--- src/rtl/wb_pkg.sv ---
// Shared codes for the writeback select stage: source selects, load kinds, FSM states.
// Latency: n/a (declarations only).
// Backpressure: n/a.
package wb_pkg;

  localparam logic [2:0] SEL_LINK = 3'b001;
  localparam logic [2:0] SEL_MEM  = 3'b010;
  localparam logic [2:0] SEL_CP0  = 3'b011;
  localparam logic [2:0] SEL_HI   = 3'b100;
  localparam logic [2:0] SEL_LO   = 3'b101;
  localparam logic [2:0] SEL_ALU  = 3'b110;

  localparam logic [2:0] LD_LW  = 3'b000;
  localparam logic [2:0] LD_LB  = 3'b001;
  localparam logic [2:0] LD_LBU = 3'b010;
  localparam logic [2:0] LD_LH  = 3'b011;
  localparam logic [2:0] LD_LHU = 3'b100;

  typedef enum logic {
    IDLE = 1'b0,
    WAIT = 1'b1
  } wb_state_t;

  // Everything about a stalled HI/LO read except the destination index.
  typedef struct packed {
    logic [2:0] sel;
    logic       wen;
  } hold_t;

  function automatic logic is_hilo(input logic [2:0] s);
    return (s == SEL_HI) || (s == SEL_LO);
  endfunction

endpackage

--- src/rtl/wb_load_ext.sv ---
// Little-endian sub-word load aligner and sign/zero extender.
// Latency: combinational.
// Backpressure: none.
module wb_load_ext
  import wb_pkg::*;
#(
  parameter int DATA_W = 32
) (
  input  logic [DATA_W-1:0] dm_out,
  input  logic [2:0]        ld_type,
  input  logic [1:0]        addr_lo,
  output logic [DATA_W-1:0] ld_d
);

  logic [7:0]  byte_d;
  logic [15:0] half_d;

  assign byte_d = dm_out[{addr_lo, 3'b000} +: 8];
  // Halves are always naturally aligned, so the low address bit is ignored.
  assign half_d = dm_out[{addr_lo[1], 4'b0000} +: 16];

  always_comb begin
    ld_d = dm_out;
    case (ld_type)
      LD_LB:   ld_d = {{(DATA_W-8){byte_d[7]}}, byte_d};
      LD_LBU:  ld_d = {{(DATA_W-8){1'b0}}, byte_d};
      LD_LH:   ld_d = {{(DATA_W-16){half_d[15]}}, half_d};
      LD_LHU:  ld_d = {{(DATA_W-16){1'b0}}, half_d};
      default: ld_d = dm_out;
    endcase
  end

endmodule

--- src/rtl/wb_select_pipe.sv ---
// Writeback data select: muxes ALU/link/mem/CP0/HI/LO into a registered GPR write port.
// Latency: 1 cycle; HI/LO reads wait in WAIT until muldiv_busy drops (in_ready=0 there).
// Backpressure: in_ready low only while WAIT; WB_LOAD_EXT_EN enables sub-word load extension.
module wb_select_pipe
  import wb_pkg::*;
#(
  parameter int DATA_W      = 32,
  parameter int REG_AW      = 5,
  parameter int PC_LINK_OFS = 8
) (
  input  logic              clk,
  input  logic              rst_n,
  input  logic              flush,
  input  logic              in_valid,
  output logic              in_ready,
  input  logic [2:0]        sel,
  input  logic              wen_in,
  input  logic [REG_AW-1:0] wr_num,
  input  logic [DATA_W-1:0] alu_r,
  input  logic [DATA_W-1:0] pc,
  input  logic [DATA_W-1:0] dm_out,
  input  logic [2:0]        ld_type,
  input  logic [1:0]        addr_lo,
  input  logic [DATA_W-1:0] cp0_d,
  input  logic [DATA_W-1:0] hi,
  input  logic [DATA_W-1:0] lo,
  input  logic              muldiv_busy,
  output logic              reg_we,
  output logic [REG_AW-1:0] reg_wnum,
  output logic [DATA_W-1:0] reg_din
);

  wb_state_t         state;
  hold_t             hold;
  logic [REG_AW-1:0] hold_wnum;

  logic              accept;
  logic [DATA_W-1:0] mem_d;
  logic [DATA_W-1:0] link_d;
  logic [DATA_W-1:0] src_d;
  logic [DATA_W-1:0] held_hilo_d;

  assign in_ready = (state == IDLE);
  assign accept   = in_valid & in_ready & ~flush;

`ifdef WB_LOAD_EXT_EN
  wb_load_ext #(
    .DATA_W (DATA_W)
  ) u_load_ext (
    .dm_out  (dm_out),
    .ld_type (ld_type),
    .addr_lo (addr_lo),
    .ld_d    (mem_d)
  );
`else
  logic unused_ld;
  assign mem_d     = dm_out;
  assign unused_ld = ^{ld_type, addr_lo};
`endif

  // Link address wraps silently at 2^DATA_W.
  assign link_d = pc + DATA_W'(PC_LINK_OFS);

  always_comb begin
    src_d = '0;
    case (sel)
      SEL_ALU:  src_d = alu_r;
      SEL_LINK: src_d = link_d;
      SEL_MEM:  src_d = mem_d;
      SEL_CP0:  src_d = cp0_d;
      SEL_HI:   src_d = hi;
      SEL_LO:   src_d = lo;
      default:  src_d = '0;
    endcase
  end

  // A stalled read samples HI/LO live on the cycle busy drops, not at accept.
  assign held_hilo_d = (hold.sel == SEL_HI) ? hi : lo;

  always_ff @(posedge clk or negedge rst_n) begin
    if (!rst_n) begin
      state     <= IDLE;
      hold      <= '0;
      hold_wnum <= '0;
      reg_we    <= 1'b0;
      reg_wnum  <= '0;
      reg_din   <= '0;
    end else begin
      reg_we <= 1'b0;
      case (state)
        IDLE: begin
          if (accept) begin
            if (is_hilo(sel) && muldiv_busy) begin
              hold.sel  <= sel;
              hold.wen  <= wen_in;
              hold_wnum <= wr_num;
              state     <= WAIT;
            end else if (wen_in && (wr_num != '0)) begin
              reg_we   <= 1'b1;
              reg_wnum <= wr_num;
              reg_din  <= src_d;
            end
          end
        end
        WAIT: begin
          if (flush) begin
            state <= IDLE;
          end else if (!muldiv_busy) begin
            if (hold.wen && (hold_wnum != '0)) begin
              reg_we   <= 1'b1;
              reg_wnum <= hold_wnum;
              reg_din  <= held_hilo_d;
            end
            state <= IDLE;
          end
        end
        default: state <= IDLE;
      endcase
    end
  end

endmodule

--- config.mk ---
export PLATFORM = sky130hd
export DESIGN_NAME = wb_select_pipe
export DESIGN_NICKNAME = d
export VERILOG_FILES = /design/src/rtl/wb_pkg.sv /design/src/rtl/wb_load_ext.sv /design/src/rtl/wb_select_pipe.sv
export SDC_FILE = /design/constraint.sdc
export NUM_CORES = 1
export LEC_CHECK = 0
export BUFFER_PORTS_ARGS = -buffer_cell sky130_fd_sc_hd__buf_2
export CAP_MARGIN = 10
export CORE_MARGIN = 4
export CORE_UTILIZATION = 42
export CTS_BUF_LIST = sky130_fd_sc_hd__clkbuf_4
export CTS_CLUSTER_DIAMETER = 50
export DETAILED_ROUTE_END_ITERATION = 16
export PLACE_DENSITY = 0.79
export SLEW_MARGIN = 40
export SYNTH_ARGS = -nofsm -noshare
export SYNTH_HDL_FRONTEND = slang
export SYNTH_SLANG_ARGS = --single-unit
--- constraint.sdc ---
create_clock -name clk -period 2 [get_ports clk]
set_input_delay 0.5 -clock clk [delete_from_list [all_inputs] [get_ports clk]]
set_output_delay 0.5 -clock clk [all_outputs]
set_load 0.02 [all_outputs]
Word-level counts from Yosys, hierarchy flattened

Cells that the tools add are included.

Flip-flop bits (word level): 48
Latch bits: 0
Memory bits (writable): 0
Bits in read-only memories: 0
Input port bits: 211
Output and inout port bits: 39
Memories: 0

$add $sub $neg: 1
Multipliers: 0
Div/mod/pow operators: 0
$lt $le $gt $ge: 0
Eq/ne operators: 13
Shifts and indexed selects: 0
Mux-type cells: 28
Bitwise operators: 4
Reduce and logical (&&, ||, !) cells: 8

Operators with widths:

| operator                | number |
|---|---|
| $mux W32                | 7 |
| $pmux W32 S6            | 1 |
| $pmux W32 S2            | 1 |
| $add A32 B4 Y32 const B | 1 |
| $mux W5                 | 6 |
| $eq A3 B3 Y1 const B    | 4 |
| $mux W1                 | 10 |
| $pmux W5 S2             | 1 |
| $reduce_bool A5 Y1      | 2 |
| $eq A3 B2 Y1 const B    | 2 |
| $ne A2 B1 Y1 const B    | 3 |
| $ne A2 B2 Y1 const B    | 3 |
| $reduce_and A6 Y1       | 1 |
| $pmux W1 S2             | 2 |
| $eq A3 B1 Y1 const B    | 1 |
| $logic_and A1 B1 Y1     | 3 |
| $reduce_and A3 Y1       | 1 |
| $and A1 B1 Y1           | 2 |
| $not A1 Y1              | 2 |
| $logic_or A1 B1 Y1      | 1 |

Longest topological paths before layout

Depth in word-level cells: 6
Gate-level depth with buffers: 8
Depth with buffers taken out: 6

Worst setup path after synthesis

OpenSTA, ideal clock, no wires.

Path kind: input port to flip-flop
Start point: in sel[1]
End point: reg reg_din[27]
Arrival time: 2026 ps
Data required time: 1870 ps
Slack: -155 ps
Cell stages on the path: 8
Path through: clkbuf_1 buf_2 buf_2 mux2_1 a221oi_1 a21oi_1 o31ai_1 a21oi_1

Cells in the longest elaborated chain, start to end: 6
Elaborated cells between the ends (all ways): 15
Those cells by class: eq/ne: 7; mux: 5; reduce/logical: 3

RTL lines:

| element                              | RTL line                           | RTL |
|---|---|---|
| start: declaration                   | wb_select_pipe.sv:16               | `input logic [2:0] sel,` |
| $eq A3 B3 Y1 (tied with other cells) | wb_pkg.sv:31, wb_select_pipe.sv:66 |  |
| $pmux W32 S6                         | wb_select_pipe.sv:66               | `case (sel)` |
| $mux W32                             | wb_select_pipe.sv:98               | `end else if (wen_in && (wr_num != '0)) begin` |
| $mux W32                             | wb_select_pipe.sv:93               | `if (is_hilo(sel) && muldiv_busy) begin` |
| $mux W32                             | wb_select_pipe.sv:92               | `if (accept) begin` |
| $pmux W32 S2                         | wb_select_pipe.sv:90               | `case (state)` |
| end signal: assignment               | wb_select_pipe.sv:101              | `reg_din <= src_d;` |
| end signal: assignment               | wb_select_pipe.sv:112              | `reg_din <= held_hilo_d;` |
| end: declaration                     | wb_select_pipe.sv:30               | `output logic [DATA_W-1:0] reg_din` |

Parallel ways exist; a longest one is shown, timed or not. The select of a mux whose other input is x is not followed.
A chain may end at the register's enable or synchronous reset.

Final worst setup path

Start point: reg hold_wnum[1]
End point: reg reg_din[17]

Cells in the longest elaborated chain, start to end: 4

RTL lines:

| element                     | RTL line              | RTL |
|---|---|---|
| start: declaration          | wb_select_pipe.sv:35  | `logic [REG_AW-1:0] hold_wnum;` |
| start signal: assignment    | wb_select_pipe.sv:96  | `hold_wnum <= wr_num;` |
| $reduce_bool A5 Y1          | wb_select_pipe.sv:109 | `if (hold.wen && (hold_wnum != '0)) begin` |
| $logic_and A1 B1 Y1         | wb_select_pipe.sv:109 |  |
| $ne A2 B1 Y1 (no line)      | n/a                   |  |
| $reduce_and A6 Y1 (no line) | n/a                   |  |

No other way between the ends.

==> flow_metrics.env <==
export IMPL_status="finished, final reports clean"
export IMPL_yosysTopAreaCell="dfrtp_1"
export IMPL_vdd_drop_max_mv=0.341
export IMPL_synth_ff_latch_count=48
export IMPL_grtUsageMet3=0.0544
export IMPL_die_h_um=113
export IMPL_max_freq_mhz=515
export IMPL_critPathMaxStageDelay_ns=0.56
export IMPL_drcViolationCount=0
export IMPL_synth_edf_count=0
export IMPL_grtUsageMet2=0.530
export IMPL_yosysMostFrequentCell="dfrtp_1"
export IMPL_cp_max_fo=6
export IMPL_worst_skew_pair_late_latency_ns=0.38
export IMPL_skew_ns=0.0123
export IMPL_cp_cell_sequence="or4_4, o21ai_4, o21a_2, buf_6, buf_4, nor3_1, a211oi_1"
export IMPL_final_core_util=0.663
export IMPL_holdWs_ns=0.0734
export IMPL_grt_max_degree=30
export IMPL_fin_crit_ns=1.94
export IMPL_drive_gt1_frac=0.501
export IMPL_diodes=0
export IMPL_reg2reg_depth=7
export IMPL_cts_tree="built"
export IMPL_start_util=0.438
export IMPL_synth_ff_type="dfrtp_1"
export IMPL_worst_pin_slew_ns=0.537
export IMPL_postSynthAreaPerCell_um2=8.49
export IMPL_vias=6078
export IMPL_place_congestion=0.972
export IMPL_synthesis_area_um2=4600
export IMPL_syn_num_nets=754
export IMPL_slew_viol_final=0
export IMPL_htreeDepth=2
export IMPL_slew_headroom=0.642
export IMPL_drt_total_wl_um=20300
export IMPL_finalHoldViolations=0
export IMPL_synth_common_cells="dfrtp_1 (48), a21oi_1 (44), nor2_1 (43)"
export IMPL_grt_pass1_wl_um=31600
export IMPL_die_area_um2=12700
export IMPL_synthArstFlopShare=1.00
export IMPL_cap_violations=0
export IMPL_critical_path_class="flop to flop"
export IMPL_ant_nets=0
export IMPL_finalSetupViolCount=0
export IMPL_routedWlPerCell_um=20.1
export IMPL_syn_to_final_growth_pct=51.5
export IMPL_period_share=0.970
export IMPL_arrival_ns=2.22
export IMPL_die_w_um=113
export IMPL_clk_pin_slew_ns=0.16
export IMPL_cts_buffers_inserted=5
export IMPL_worst_hold_path_type="input pin to asynchronous set/reset pin"
export IMPL_hpwl_um=16500
export IMPL_antenna_found_initial=0
export IMPL_cts_buffer_depth=2
export IMPL_placement_io_buffers=244
export IMPL_p_leak_uw=0.00330
export IMPL_fin_total_pwr_uw=3790
export IMPL_synth_warnings=0
export IMPL_layout_nets=1083
export IMPL_cp_data_required_time_ns=2.28
export IMPL_slowest_stage="or4_4"
export IMPL_pin_count=250
export IMPL_via_per_inst=6.03
export IMPL_tns_ns=0
export IMPL_grtUsageTotal=0.306
export IMPL_gr_max_usage_layer="met2"
export IMPL_cp_start_kind="flop"
export IMPL_synthDominantCellAreaShare=0.261
export IMPL_ys_seq_area_frac=0.261
export IMPL_use_met1=0.391
export IMPL_worst_setup_path_end_kind="flop"
export IMPL_synthTopCellsByArea="dfrtp_1 (26%), mux2_2 (9.3%), mux2i_1 (7.4%)"
export IMPL_firstDrtPassIters=5
export IMPL_cts_root_buffer="clkbuf_4"
export IMPL_grt_pass1_vias=6153
export IMPL_grt_overflow_total=0
export IMPL_fp_row_count=37
export IMPL_cts_sinks=48
export IMPL_syn_inst=542
export IMPL_drtIter0Drc=578
export IMPL_power_density_nw_per_um2=543
export IMPL_core_area_um2=10500
export IMPL_synthDistinctLibCells=69
## cells in the final DEF, fill, tap and decap left out, types with 12 or more instances in the layout
master    instances
a21oi_1          44
a221oi_1         15
a22oi_1          16
mux2_2           38
mux2i_1          34
dfrtp_1          47
o21ai_1          14
a22o_1           12
nor3_1           14
buf_4           115
nand2_1          35
a31oi_1          13
buf_2           244
nand3_1          16
nor2_1           43
## kinds of logic (layout without fill, tap and decap cells)
group / Yosys count / in the layout / synth area share
buffers and inverters: 54 / 384 / 0.0500
xor gates and xnor gates: 11 / 11 / 0.0209
muxes: 81 / 81 / 0.189
DFF: 48 / 48 / 0.261
adders and majority gates: 1 / 1 / 0.00272
AOI/OAI and AO/OA: 181 / 181 / 0.282
and+or+nand+nor: 166 / 166 / 0.194
## power breakdown
part           total, µW  switching (µW)  internal, µW
combinational       1850             975           875
clock                633             364           268
sequential          1300             133          1170
## area by class of cell
type | count | area (µm²)
clock buffers | 5 | 37.5
clock inverters | 3 | 47.5
fillers | 922 | 3540
inverters | 8 | 32.5
multi-input cells | 440 | 3230
flip-flops and latches | 48 | 1200
well taps | 136 | 170
repair buffers | 368 | 2250
## registers in the layout (all words and copies together) (netlist names)
name       count
hold           4
hold_wnum      5
reg_we         1
reg_din       32
reg_wnum       5
state          1
## critical path: cells and delay by family (launching register included)
| family | cells | cell delay (ns) |
|---|---|---|
| AO/OA/AOI/OAI | 3 | 0.57 |
| buffers and inverters | 2 | 0.24 |
| flip-flops | 1 | 0.43 |
| AND/OR/NAND/NOR | 2 | 0.61 |
## per-stage QoR
step	std cells	area [µm²]	setup WS [ns]
floorplan	542	4610	0.0184
global placement	998	6820	-0.133
detailed placement	998	6820	-0.163
CTS	1007	6920	0.0000844
global route	1008	6970	-0.00215
finish	1008	6970	0.0601
## what timing repair did
action,4_1_cts,5_1_grt
buffers inserted,1,1
pin swaps,1,2
resized for setup,3,9
hold endpoints to repair,0,0
setup endpoints to repair,10,34
hold buffers,0,0
## metal layers
layer	wire length, µm	up-vias
li1	-	2789
met1	8100	2905
met2	10000	340
met3	1710	44
met4	478	0
met5	0	-
## final timing paths
kind,from,endpoint,slack [ns]
max in group asynchronous,rst_n,state$_DFF_PN0_,1.37
min reg2reg,hold[3]$_DFFE_PN0P_,hold[3]$_DFFE_PN0P_,0.50
max reg2reg,hold_wnum[1]$_DFFE_PN0P_,reg_din[17]$_DFFE_PN0P_,0.06
min,rst_n,reg_we$_DFF_PN0_,0.07
min in group clk,wen_in,hold[0]$_DFFE_PN0P_,0.39
max,hold_wnum[1]$_DFFE_PN0P_,reg_din[17]$_DFFE_PN0P_,0.06
Power figures use the tool's default switching activity.
